File: src/rtl/adc_frame_align.sv
// Frame-clock aligner: pulses ISERDES bitslip until FRAME_PATTERN is seen MATCH_COUNT times in a row; outputs registered (compare in N -> output in N+1), no backpressure.
// Define ADC_FRAME_ALIGN_STATS_EN to add the saturating realign_count output.
module adc_frame_align #(
  parameter int                    FRAME_BITS    = 8,
  parameter logic [FRAME_BITS-1:0] FRAME_PATTERN = 8'hF0,
  parameter int                    LOCK_WAIT     = 64,
  parameter int                    SETTLE_CYCLES = 4,
  parameter int                    MATCH_COUNT   = 16,
  parameter int                    LOSS_COUNT    = 4
) (
  input  logic                    clk,
  input  logic                    reset,
  input  logic                    locked,
  input  logic                    restart,
  input  logic [FRAME_BITS-1:0]   frame_data,
  output logic                    bitslip,
  output logic                    aligned,
  output logic                    align_err,
  output logic [$clog2(FRAME_BITS):0] slip_count
`ifdef ADC_FRAME_ALIGN_STATS_EN
  ,
  output logic [7:0]              realign_count
`endif
);

  localparam int SCW = $clog2(FRAME_BITS) + 1;

  typedef enum logic [2:0] {
    WAIT_LOCK, LOCK_DLY, CHECK, SLIP, SETTLE, ALIGNED, FAIL
  } state_t;

  state_t         state, state_nx;
  logic [15:0]    cnt, cnt_nx;
  logic [SCW-1:0] slip_nx;
  logic           match;

  assign match = (frame_data == FRAME_PATTERN);

  // cnt is shared: lock delay, settle time, match run and mismatch run never overlap
  always_comb begin
    state_nx = state;
    cnt_nx   = cnt;
    slip_nx  = slip_count;
    if ((!locked && state != WAIT_LOCK) || restart) begin
      state_nx = WAIT_LOCK;
      cnt_nx   = '0;
      slip_nx  = '0;
    end else begin
      case (state)
        WAIT_LOCK: begin
          cnt_nx  = '0;
          slip_nx = '0;
          if (locked) state_nx = LOCK_DLY;
        end
        LOCK_DLY: begin
          if (cnt == 16'(LOCK_WAIT - 1)) begin
            state_nx = CHECK;
            cnt_nx   = '0;
          end else begin
            cnt_nx = cnt + 16'd1;
          end
        end
        CHECK: begin
          if (match) begin
            if (cnt == 16'(MATCH_COUNT - 1)) begin
              state_nx = ALIGNED;
              cnt_nx   = '0;
            end else begin
              cnt_nx = cnt + 16'd1;
            end
          end else begin
            cnt_nx = '0;
            if (slip_count == SCW'(FRAME_BITS)) begin
              state_nx = FAIL;
            end else begin
              state_nx = SLIP;
              slip_nx  = slip_count + SCW'(1);
            end
          end
        end
        SLIP: begin
          state_nx = SETTLE;
          cnt_nx   = '0;
        end
        SETTLE: begin
          if (cnt == 16'(SETTLE_CYCLES - 1)) begin
            state_nx = CHECK;
            cnt_nx   = '0;
          end else begin
            cnt_nx = cnt + 16'd1;
          end
        end
        ALIGNED: begin
          if (match) begin
            cnt_nx = '0;
          end else if (cnt == 16'(LOSS_COUNT - 1)) begin
            state_nx = CHECK;
            cnt_nx   = '0;
            slip_nx  = '0;
          end else begin
            cnt_nx = cnt + 16'd1;
          end
        end
        FAIL: begin
          state_nx = FAIL;
        end
        default: begin
          state_nx = WAIT_LOCK;
          cnt_nx   = '0;
          slip_nx  = '0;
        end
      endcase
    end
  end

  always_ff @(posedge clk) begin
    if (reset) begin
      state      <= WAIT_LOCK;
      cnt        <= '0;
      slip_count <= '0;
      bitslip    <= 1'b0;
      aligned    <= 1'b0;
      align_err  <= 1'b0;
    end else begin
      state      <= state_nx;
      cnt        <= cnt_nx;
      slip_count <= slip_nx;
      bitslip    <= (state_nx == SLIP);
      aligned    <= (state_nx == ALIGNED);
      align_err  <= (state_nx == FAIL);
    end
  end

`ifdef ADC_FRAME_ALIGN_STATS_EN
  // Leaving ALIGNED for CHECK only happens on a loss-count trip; aborts go to WAIT_LOCK
  logic lost;
  assign lost = (state == ALIGNED) && (state_nx == CHECK);

  always_ff @(posedge clk) begin
    if (reset) begin
      realign_count <= '0;
    end else if (lost && realign_count != 8'hFF) begin
      realign_count <= realign_count + 8'd1;
    end
  end
`endif

endmodule

File: config.mk
export PLATFORM = sky130hd
export DESIGN_NAME = adc_frame_align
export DESIGN_NICKNAME = d
export VERILOG_FILES = /design/src/rtl/adc_frame_align.sv
export SDC_FILE = /design/constraint.sdc
export NUM_CORES = 1
export LEC_CHECK = 0
export ABC_AREA = 1
export BUFFER_PORTS_ARGS = -buffer_cell sky130_fd_sc_hd__buf_4
export CELL_PAD_IN_SITES_DETAIL_PLACEMENT = 2
export CELL_PAD_IN_SITES_GLOBAL_PLACEMENT = 2
export CORE_AREA = 2 2 73 75
export CTS_BUF_LIST = sky130_fd_sc_hd__clkbuf_8 sky130_fd_sc_hd__clkbuf_16
export DETAILED_ROUTE_END_ITERATION = 10
export DIE_AREA = 0 0 75 77
export HOLD_SLACK_MARGIN = 0.06
export PLACE_DENSITY_LB_ADDON = 0.25
export SYNTH_ARGS = -nofsm -noshare
export SYNTH_HDL_FRONTEND = slang
export SYNTH_SLANG_ARGS = --single-unit
File: constraint.sdc
create_clock -name clk -period 3.7 [get_ports clk]
set_input_delay 0.37 -clock clk [delete_from_list [all_inputs] [get_ports clk]]
set_output_delay 0.37 -clock clk [all_outputs]
set_load 0.005 [all_outputs]
==> impl_summary.md, run 1 <==
Run status
The flow ran to the end, and the final reports show no timing, DRC or antenna violations.

Power and ir drop
The clock network accounts for 43.6% of the total power. The leakage power is 0.835 nW. IR analysis of the VDD net gives a maximum drop of 0.000135 V. The sequential power share is 50.9%. The net switching power is 0.000114 W. The switching part of the total power is 20.6%. In this run, the combinational gates consume 5.4% of the power. The internal power contribution is 0.000439 W. The power density of the placed cells is 290 mW/mm2.

Placement
The wire-length estimate of the detail-placed layout is 3600 um. The routability congestion estimate from global placement is 0.729. Buffers placed on the I/O ports in this run total 18. In this run the cell area measured after placement is 0.00184 mm2.

Setup path
The critical path goes through ha_1 > nand3_2 > nor2_2 > nand2_1 > nand2_1 > nand3_2 > o21ai_4 > nor2_1. STA classifies the critical path startpoint as a register. In this run the worst path has a maximum fanout of 16. Setup slack on the worst reg-to-reg path comes out at 1.73 ns. The startpoint identified for the worst register-to-register timing path is cnt[0]. The largest single stage delay on the critical path is 0.49 ns.

The highest-delay cell along the critical path is o21ai_4. The critical path data required time is 3.85 ns. The critical path capture point type is a register. At the worst endpoint, the arrival time is 2.11 ns. The endpoint identified for the worst register-to-register timing path is cnt[11].

The cell depth of the worst flop-to-flop path is 8. The type of the worst setup path is register to register.

Detailed routing
The number of design rule violations left after detail routing is 0. The total via count in the routed design is 1,597. The routed design has 4440 um of wire. In this run, the number of DRC markers left after iteration 0 of detailed routing was 61. The final routed wire length divided by cell count is 13.1 um. The antenna violation net count after detailed routing is 0.

The total iterations of the first detailed-routing run is 4. After detailed routing, the number of vias per cell comes to 4.70.

STA
The transition time of the tightest slew-check pin is 0.597 ns. The clock arrives with 0.00448 ns of skew. Setup repair after global routing left no endpoint under its margin. The relative max-transition margin is 60.1%. The final setup violation count is 0. For the final routed database, the setup TNS stands at 0 ns. The number of max-slew violations in the final report is 0. The highest clock rate is 508 MHz. The final period demand of the worst path is 1.97 ns. The final-report hold violation count is 0. The post-route fraction of the period consumed by the critical path is 53.2%.

Clock tree
The number of clock buffers inserted by TritonCTS is 3. The worst-case clock buffer depth is 2. Clock-pin slew was measured on the worst setup and hold paths at 0.10 ns. The post-cts hold buffer count is 0. The number of gates resized after CTS was 0.

The clock net in this run drives a total of 26 sinks. Buffers added to address setup during post-CTS repair amount to 0. The clock reaches the later pin of the worst-skew pair after 0.27 ns. The tree is rooted in a clkbuf_8. The deepest level of the CTS H-tree is 1.

TritonCTS built the clock tree.

Final layout
The number of antenna repair diodes is 0. The net count of the finished layout is 286. The share of cells above drive strength 1 is 20.4%. The area of all placed cells without fillers is 0.00191 mm2. From synthesis to final layout, the design area changed by 17.4%. Cells fill 38.4% of the core in the end.

Hold path
For hold timing, the worst endpoint is state[1]. The class of the tightest hold or removal check is primary input to register. The depth of the worst hold-timing path is 2.

The startpoint of the tightest hold check path is reset.

Yosys
In this run, distinct cell masters in the synthesized netlist total 25. After synthesis, flip-flops and latches occupy 32.0% of the total area. Counting flops and latches in the post-synthesis netlist gives 26. The share of synthesized area in the top cell type comes to 32.0%. Summing the areas of all compound-gate instances in the mapped netlist gives 5.38% of the synthesized area. The commonest cells after synthesis are nand2_1 (62), nor2_1 (36), inv_1 (35).

The combinational family with the most area after synthesis is simple AND/OR/NAND/NOR gates. Counting every instance in the synthesized netlist gives 249. Averaged over all synthesized cells, the footprint is 6.53 um2. The post-synthesis cell type with the largest combined area is dfxtp_1. In the synthesized netlist the dominant register cell turns out to be dfxtp_1. After Yosys synthesis, XOR and XNOR cells account for 4.85% of the synthesized area. In the synthesized netlist, mux cells make up 0% of the area. The most common cell in the synthesized netlist is nand2_1. The share of flip-flops with an asynchronous set or reset after synthesis is 0%.

In this run the cell area of the synthesized design comes to 0.00163 mm2. Of the total synthesized cell area, the portion taken by AND, OR, NAND and NOR gates is 46.0%. The post-synth net total is 264.

The adder and majority cell fraction of the synthesized area is 2.31%. Sorting the synthesized cells by area gives the leading types as dfxtp_1 (32%), nand2_1 (14%), nor2_1 (8.3%), inv_1 (8.1%), nor2_2 (6.9%). For this run, the number of Yosys warnings is 0. The count of flip-flops with a built-in enable after synthesis is 0.

Global routing
The total congestion overflow is 0. The number of global-route vias before repair is 1,709. The number of antenna violations at the first check in global routing was 0. The first-pass GRT wire length is 7680 um. The overall global routing resource usage is 17.0%. The maximum number of pins on one net before global-route repair is 17.

Floorplanning
The starting density of the core is 32.7%. The die span in y is 77 um. The count of standard-cell rows is 26. The core region is 0.00498 mm2. The I/O pin count is 19. The die footprint is 0.00578 mm2. The die outline width is 75 um.

Run
Max-cap violations in this run came to 0.
-- through the flow --
step	power [W]	std cells	setup slack, ns	hold slack, ns
6_report	0.000554	340	1.73	0.279
5_1_grt	0.000576	340	1.47	0.284
4_1_cts	0.000563	340	1.64	0.273
3_5_place_dp	0.000319	336	1.72	0.524
3_3_place_gp	0.000318	336	1.81	0.515
2_1_floorplan	0.000303	249	2.12	0.442
-- worst max-delay path by stage --
stage	startpoint	to	slack, ns	cells past startpoint
after detailed placement	cnt[0]	cnt[11]	1.72	8
after global placement	state[0]	cnt[11]	1.81	9
after CTS	cnt[0]	cnt[11]	1.64	8
final	cnt[0]	cnt[11]	1.73	8
after floorplan	cnt[0]	cnt[10]	2.12	9
after global routing	cnt[0]	cnt[13]	1.47	8
-- cell families (layout without fill, tap and decap cells) --
family | after synthesis | after routing
buffers and inverters | 39 | 60
adders and majority gates | 3 | 3
and+or+nand+nor | 158 | 158
xor gates and xnor gates | 9 | 9
DFF | 26 | 26
AOI/OAI and AO/OA | 14 | 14
-- layout make-up --
type / count / area (um2)
Clock buffer: 3 / 41.3
Clock inverter: 1 / 30.0
Fill cell: 632 / 3070
Inverter: 38 / 143
Multi-Input combinational cell: 184 / 952
Sequential cell: 26 / 520
Tap cell: 70 / 87.6
Timing Repair Buffer: 18 / 135
-- placed cells by master (no fill, tap or decap), drive strengths merged --
cell and instances:
o31ai 1, nor2 57, dfxtp 26, a21oi 3, nand2 65, inv 38
ha 3, clkbuf 3, bufinv 1, nand3 25, buf 18, o22ai 1
xnor2 3, nand3b 2, xor2 6, o21bai 1, nor3 5, nand4 4
o21ai 8
-- worst max-delay path: cells and delay by family, from the launching register on --
family	cells	cell delay [ns]
AOI/OAI and AO/OA	1	0.49
adders and majority gates	1	0.24
and+or+nand+nor	6	0.71
DFF	1	0.38
-- power groups by stage --
stage               Sequential, W  Combinational [W]  Clock, W
floorplan                0.000288          0.0000154         0
global placement         0.000289          0.0000295         0
detailed placement       0.000289          0.0000307         0
CTS                      0.000282          0.0000308  0.000250
global route             0.000282          0.0000346  0.000259
finish                   0.000282          0.0000300  0.000242
-- layer usage --
layer | global-route usage (%) | vias up | part of all wire (%)
met3 | 2.37 | 4 | 2.4
li1 | - | 814 | -
met2 | 31.2 | 19 | 52
met4 | 4.64 | 0 | 1.4
met1 | 19.9 | 760 | 44
met5 | 0 | - | 0
-- flip-flops by register name, indices dropped and copies added, names as in the netlist --
register and cells:
state 3, cnt 16, aligned 1, slip_count 4, align_err 1, bitslip 1
No activity file was read; power rests on OpenSTA's default activity.
==> inputs of run 2 (changes only) <==
Settings changed: CORE_AREA 2 2 73 75 to 2 2 76 78, DIE_AREA 0 0 75 77 to 0 0 78 80.
Clock period 3.7 ns to 1.9 ns, I/O delays scaled along.
==> impl_summary.md, run 2 (same netlist as run 1, synthesis figures left out) <==
Floorplanning
The area of the core was 0.00541 mm2 (was 0.00498 mm2). The die footprint was 0.00624 mm2 (was 0.00578 mm2). The starting density of the core is 30.1% (was 32.7%). The die outline width came to 78 um (was 75 um).

The count of standard-cell rows is 27 (was 26). The die span in y is 80 um (was 77 um). The I/O pin count came to 19 (unchanged).

Power and ir drop
The peak supply drop is 0.000322 V (was 0.000135 V). The power density of the placed cells is 560 mW/mm2 (was 290 mW/mm2). The leakage power is 0.848 nW (was 0.835 nW). The net switching power is 0.000230 W (was 0.000114 W). The sequential power share is 50.4% (was 50.9%).

The internal power contribution was 0.000857 W (was 0.000439 W). The proportion of power drawn by combinational gates is 5.6% (was 5.4%). The clock network fraction of total power is 44.0% (was 43.6%). The switching part of the total power is 21.2% (was 20.6%).

Clock tree
The post-cts hold buffer count is 0 (unchanged). The deepest level of the CTS H-tree is 1 (unchanged). The number of clock buffers inserted by TritonCTS is 3 (unchanged). The clock latency at the later pin of the worst-skew pair is 0.28 ns (was 0.27 ns). The TritonCTS sink count is 26 (unchanged). The cell at the root of the clock tree is clkbuf_8 (unchanged).

The clock transition at the register clock pins on the worst setup and hold paths after CTS is 0.10 ns (about the same). The worst-case clock buffer depth came to 2 (unchanged). The TritonCTS clock tree is yes (unchanged).

Setup path
The buffering stage count on the worst path with inverters included is 1 (was 0). The type of the worst setup path is register to register (unchanged). The category of cells accounting for the largest share of critical-path delay is simple AND/OR/NAND/NOR gates (unchanged). The worst-path maximum fanout is 16 (unchanged). The worst reg2reg path startpoint is cnt[0] (unchanged). The critical path capture point type is a register (unchanged). The worst path arrival time was 1.89 ns (was 2.11 ns). The highest cell delay on the worst timing path was 0.38 ns (was 0.49 ns). The critical path data required time is 2.08 ns (was 3.85 ns).

The start point of the critical path is cnt[0] (unchanged). CP cell instances: ha_2 > nand3_2 > nor2_2 > nand2_1 > nand2_1 > nand3_2 > o21ai_4 > buf_12 > nor2_1 (was ha_1 > nand3_2 > nor2_2 > nand2_1 > nand2_1 > nand3_2 > o21ai_4 > nor2_1). The highest-delay cell along the critical path is dfxtp_1 (was o21ai_4). The critical path startpoint category is a register (unchanged).

STA
The final-report hold violation count is 0 (unchanged). The relative max-transition margin is 66.6% (was 60.1%). The worst setup skew after layout came to 0.00289 ns (was 0.00448 ns).

The final period demand of the worst path is 1.71 ns (was 1.97 ns). The final setup violation count is 0 (unchanged). The highest clock rate came to 584 MHz (was 508 MHz). The post-route fraction of the period consumed by the critical path came to 90.1% (was 53.2%). The summed negative setup slack over all endpoints is 0 ns (unchanged).

The number of max-slew violations in the final report is 0 (unchanged). Unrepaired setup endpoints after global routing: no (unchanged). The transition time of the tightest slew-check pin is 0.501 ns (was 0.597 ns).

Detailed routing
The number of design rule violations left after detail routing came to 0 (unchanged). The antenna violation net count after detailed routing is 0 (unchanged). The total via count in the routed design is 1,608 (was 1,597). The final routed wire length divided by cell count came to 13.1 um (about the same). The total iterations of the first detailed-routing run was 4 (unchanged). The via-per-instance ratio is 4.67 (was 4.70). The initial DRC count is 37 (was 61). The aggregate routed wire length was 4510 um (was 4440 um).

Hold path
The startpoint of the tightest hold check path is reset (unchanged). The class of the tightest hold or removal check is primary input to register (unchanged).

Final layout
The multi-input gate area in the final layout is 955 um2 (was 952 um2). Commonest cells after routing, fill and taps aside: nand2_1 (62), nor2_1 (36), inv_1 (35) (unchanged). The area of all placed cells without fillers is 0.00194 mm2 (was 0.00191 mm2). The number of nets at the end of the flow is 288 (was 286). The share of cells above drive strength 1 is 21.3% (was 20.4%). The area used by sequential logic in the layout is 520 um2 (unchanged).

The number of flip-flops under the largest register name is 16 (unchanged). The count of filler cells inserted in the layout was 679 (was 632). The leading cell type in the layout, fill and taps excluded is nand2_1 (unchanged). The area added between synthesis and finish is 19.4% (was 17.4%). Largest registers: cnt x16, slip_count x4, state x3 (unchanged).

The register bank with the most flops is cnt (unchanged). The number of antenna repair diodes is 0 (unchanged).

Run
The number of max-cap violations was 0 (unchanged).

Global routing
The number of global-route vias before repair is 1,703 (was 1,709). The overall global routing resource usage was 15.9% (was 17.0%). The number of antenna violations at the first check in global routing is 0 (unchanged).

The maximum number of pins on one net before global-route repair was 17 (unchanged). The total congestion overflow is 0 (unchanged). The first-pass GRT wire length is 7940 um (was 7680 um).

Placement
The routability congestion estimate from global placement is 0.786 (was 0.729). The placed standard-cell area came to 0.00187 mm2 (was 0.00184 mm2). The final HPWL from detailed placement was 3680 um (was 3600 um). The count of buffers inserted at the top-level ports is 18 (unchanged).

Run status
Status: finished, final reports clean (unchanged).
-- run 2: cell count changes in the layout (fill, tap and decap cells not counted), sizes merged --
cell	delta
buf	+2
-- run 2: layer usage --
layer	GRT usage (%)	vias up	part of all wire, %
li1	-	814	-
met1	19.7	770	47
met2	28.9	18	49
met3	2.38	6	2.5
met4	4.04	0	1.3
met5	0	-	0
-- run 2: cell type report --
type,count,area share (%)
Clock inverter,1,1.55
Sequential cell,26,26.8
Clock buffer,3,2.13
Tap cell,72,4.64
Timing Repair Buffer,20,8.38
Inverter,38,7.35
Multi-Input combinational cell,184,49.2
-- run 2: what timing repair did --
action                                  CTS  global route
setup buffers                             0             0
endpoints found under the setup margin    0            19
resized for setup                         0             1
-- run 2: through the flow --
stage          hold slack [ns]  total power, W  util [%]  instances  worst slack (ns)
3_3_place_gp             0.384        0.000621      34.6        340             0.208
2_1_floorplan            0.262        0.000591         -        249             0.318
4_1_cts                 0.0820         0.00111      35.9        344             0.110
3_5_place_dp             0.394        0.000623      34.6        340             0.135
5_1_grt                 0.0924         0.00113      35.9        344           0.00458
6_report                0.0904         0.00109      35.9        344             0.188
-- run 2: worst paths after layout --
kind                         to  slack [ns]  cells after the start
setup / recovery        cnt[11]        0.19                      9
hold / removal         state[1]        0.09                      2
setup reg to reg        cnt[11]        0.19                      9
hold reg to reg   slip_count[3]        0.53                      2
-- run 2: power by group through the flow --
stage,Clock [W],Sequential (W),Combinational [W]
floorplan,0,0.000561,0.0000300
global placement,0,0.000561,0.0000606
detailed placement,0,0.000561,0.0000623
CTS,0.000497,0.000548,0.0000625
global route,0.000511,0.000549,0.0000701
finish,0.000478,0.000548,0.0000613
==> inputs of run 3 (changes only) <==
Settings changed: ABC_AREA 1 to default, CORE_AREA 2 2 76 78 to 2 2 70 72, DIE_AREA 0 0 78 80 to 0 0 72 74.
==> impl_summary.md, run 3 <==
Run status
Status: complete, but fails checks (was finished, final reports clean). The final reports fail on negative setup slack.

Setup path
The critical path capture point type is a register (unchanged). The worst path arrival time is 2.13 ns (was 1.89 ns). The worst-path maximum fanout is 6 (was 16). The critical path startpoint category is a register (unchanged). The type of the worst setup path is register to register (unchanged). The critical path data required time is 2.12 ns (was 2.08 ns).

Yosys
The most common cell in the synthesized netlist is dfxtp_1 (was nand2_1). The average cell area after synthesis was 8.68 um2 (was 6.53 um2). The post-synthesis cell type with the largest combined area is dfxtp_1 (unchanged). The area share of the largest cell type after synthesis is 35.1% (was 32.0%). The count of different cell masters after synthesis is 45 (was 25). Most frequent cells after synthesis: dfxtp_1 (26), nor3_1 (21), nor2_1 (10) (was nand2_1 (62), nor2_1 (36), inv_1 (35)). The flop and latch count out of synthesis is 26 (unchanged).

Synth area leaders: dfxtp_1 (35%), nor3_1 (7.1%), xnor2_1 (5.3%), nor4_4 (4.3%), xor2_1 (4.1%) (was dfxtp_1 (32%), nand2_1 (14%), nor2_1 (8.3%), inv_1 (8.1%), nor2_2 (6.9%)). The synthesized area is 0.00148 mm2 (was 0.00163 mm2). The share of flip-flops with an asynchronous set or reset after synthesis is 0% (unchanged).

The count of flip-flops with a built-in enable after synthesis is 0 (unchanged). The synthesized netlist cell count is 171 (was 249). The sequential cell area fraction in the yosys report is 35.1% (was 32.0%). The post-synth net total was 186 (was 264).

The most used flip-flop cell after synthesis is dfxtp_1 (unchanged). The count of warnings emitted by yosys is 0 (unchanged).

Clock tree
The deepest level of the CTS H-tree was 1 (unchanged). The post-cts hold buffer count is 0 (unchanged). The clock latency at the later pin of the worst-skew pair came to 0.28 ns (about the same). The cell at the root of the clock tree is clkbuf_8 (unchanged). The number of clock buffers inserted by TritonCTS is 3 (unchanged).

The worst-case clock buffer depth is 2 (unchanged). The TritonCTS sink count is 26 (unchanged). The TritonCTS clock tree is yes (unchanged).

The clock transition at the register clock pins on the worst setup and hold paths after CTS is 0.09 ns (was 0.10 ns).

Final layout
The share of cells above drive strength 1 is 43.1% (was 21.3%). The leading cell type in the layout, fill and taps excluded was buf_4 (was nand2_1). The area of all placed cells without fillers is 0.00210 mm2 (was 0.00194 mm2). Commonest cells after routing, fill and taps aside: buf_4 (48), nor3_1 (21), dfxtp_1 (16) (was nand2_1 (62), nor2_1 (36), inv_1 (35)). The count of filler cells inserted in the layout is 499 (was 679).

The number of antenna repair diodes was 0 (unchanged). The register bank with the most flops is cnt (unchanged). The number of flip-flops under the largest register name is 16 (unchanged).

The number of nets at the end of the flow is 234 (was 288). Largest registers: cnt x16, slip_count x4, state x3 (unchanged). The area added between synthesis and finish is 41.2% (was 19.4%).

Floorplanning
The I/O pin count came to 19 (unchanged). The die footprint is 0.00533 mm2 (was 0.00624 mm2). The count of standard-cell rows is 25 (was 27). The die outline width is 72 um (was 78 um). The starting density of the core is 32.3% (was 30.1%). The die span in y was 74 um (was 80 um). The area of the core is 0.00460 mm2 (was 0.00541 mm2).

STA
Unrepaired setup endpoints after global routing: yes (was no). The post-route fraction of the period consumed by the critical path is 101% (was 90.1%). The highest clock rate is 522 MHz (was 584 MHz). The final setup violation count is 1 (was 0). The number of max-slew violations in the final report is 0 (unchanged). The summed negative setup slack over all endpoints is -0.0150 ns (was 0 ns). The relative max-transition margin is 64.9% (was 66.6%). The final period demand of the worst path is 1.91 ns (was 1.71 ns). The final-report hold violation count was 0 (unchanged). The worst-case setup margin in the final layout was -0.0150 ns (was 0.188 ns). The transition time of the tightest slew-check pin came to 0.523 ns (was 0.501 ns). The worst setup skew after layout is 0.00207 ns (was 0.00289 ns).

Placement
The placed standard-cell area is 0.00185 mm2 (was 0.00187 mm2). The count of buffers inserted at the top-level ports is 18 (unchanged). The final HPWL from detailed placement is 3490 um (was 3680 um).

The routability congestion estimate from global placement was 0.812 (was 0.786).

Detailed routing
The aggregate routed wire length came to 5100 um (was 4510 um). The initial DRC count was 57 (was 37). The total iterations of the first detailed-routing run is 3 (was 4).

The via-per-instance ratio was 5.45 (was 4.67). The number of design rule violations left after detail routing is 0 (unchanged). The antenna violation net count after detailed routing was 0 (unchanged). The final routed wire length divided by cell count was 18.8 um (was 13.1 um). The total via count in the routed design is 1,483 (was 1,608).

Global routing
The number of global-route vias before repair came to 1,580 (was 1,703). The maximum number of pins on one net before global-route repair is 17 (unchanged). The total congestion overflow was 0 (unchanged).

The overall global routing resource usage is 18.7% (was 15.9%). The number of antenna violations at the first check in global routing is 0 (unchanged). The first-pass GRT wire length is 7670 um (was 7940 um).

Hold path
The class of the tightest hold or removal check is primary input to register (unchanged).

Power and ir drop
The power density of the placed cells is 525 mW/mm2 (was 560 mW/mm2). The leakage power is 0.775 nW (was 0.848 nW). The peak supply drop is 0.000354 V (was 0.000322 V).

Run
The number of max-cap violations came to 0 (unchanged).
[run 3: changes by cell type in the layout (fill, tap and decap cells not counted), sizes merged, moves of 4 or more]
cell,before,now
and3,0,5
xnor2,3,9
nor2,57,11
a21oi,3,7
nor4,0,6
buf,20,49
inv,38,7
nand4,4,9
nor3,5,21
nand3,25,7
nand2,65,8
[run 3: timing repair]
action / CTS / global route
pin swaps: 3 / 15
gates resized for setup: 10 / 24
endpoints found under the setup margin: 7 / 13
hold endpoints to repair: 0 / 0
buffers inserted: 2 / 5
[run 3: through the flow]
step	util (%)	setup slack, ns	power, W	hold slack [ns]	std cells
2_1_floorplan	-	0.0166	0.000594	0.398	171
3_3_place_gp	40.3	-0.0357	0.000633	0.485	261
3_5_place_dp	40.3	-0.0706	0.000636	0.520	261
4_1_cts	42.7	-0.0152	0.00112	0.216	267
5_1_grt	45.6	-0.139	0.00114	0.270	272
6_report	45.6	-0.0150	0.00110	0.257	272
[run 3: path summary, 6_finish.rpt]
path / end / cells past startpoint / start / slack (ns)
max: align_err / 6 / cnt[13] / -0.01
min reg2reg: slip_count[3] / 2 / slip_count[3] / 0.55
min: state[2] / 4 / reset / 0.26
max reg2reg: align_err / 6 / cnt[13] / -0.01
[run 3: cells by family (layout without fill, tap and decap cells)]
family                     Yosys count  after routing  share of synthesized area, %
buffers and inverters               13             60                          3.54
and+or+nand+nor                     85             85                          36.0
AOI/OAI and AO/OA                   27             27                          12.7
adders and majority gates            3              3                          2.53
xor gates and xnor gates            16             16                          9.44
DFF                                 26             26                          35.1
muxes                                1              1                         0.675
[run 3: area by class of cell]
| cell class | instances | area [um2] | share of cell area [%] |
|---|---|---|---|
| inverters | 7 | 26.3 | 1.25 |
| clock buffers | 3 | 41.3 | 1.97 |
| multi-input cells | 132 | 1010 | 48.4 |
| repair buffers | 49 | 380 | 18.1 |
| clock inverters | 1 | 30.0 | 1.43 |
| well taps | 54 | 67.6 | 3.22 |
| flip-flops and latches | 26 | 536 | 25.6 |
[run 3: critical path, cell delays in order, from the launching register on]
cell and delay [ns]:
dfxtp_1 0.35, nor4_4 0.28, buf_4 0.19, nand4_1 0.16, a22o_1 0.32, a211oi_4 0.34
nor3b_2 0.21
[run 3: per-layer routing]
metal	up-vias	routed length (um)	track usage, %
li1	724	-	-
met1	732	2070	20.9
met2	18	2820	36.7
met3	9	100	2.17
met4	0	109	6.29
met5	-	0	0
[run 3: power breakdown]
part | leakage (nW) | internal, W | switching (W)
clock | 0.0357 | 0.000282 | 0.000189
sequential | 0.215 | 0.000545 | 0.00000386
combinational | 0.525 | 0.0000388 | 0.0000411
total | 0.775 | 0.000866 | 0.000234
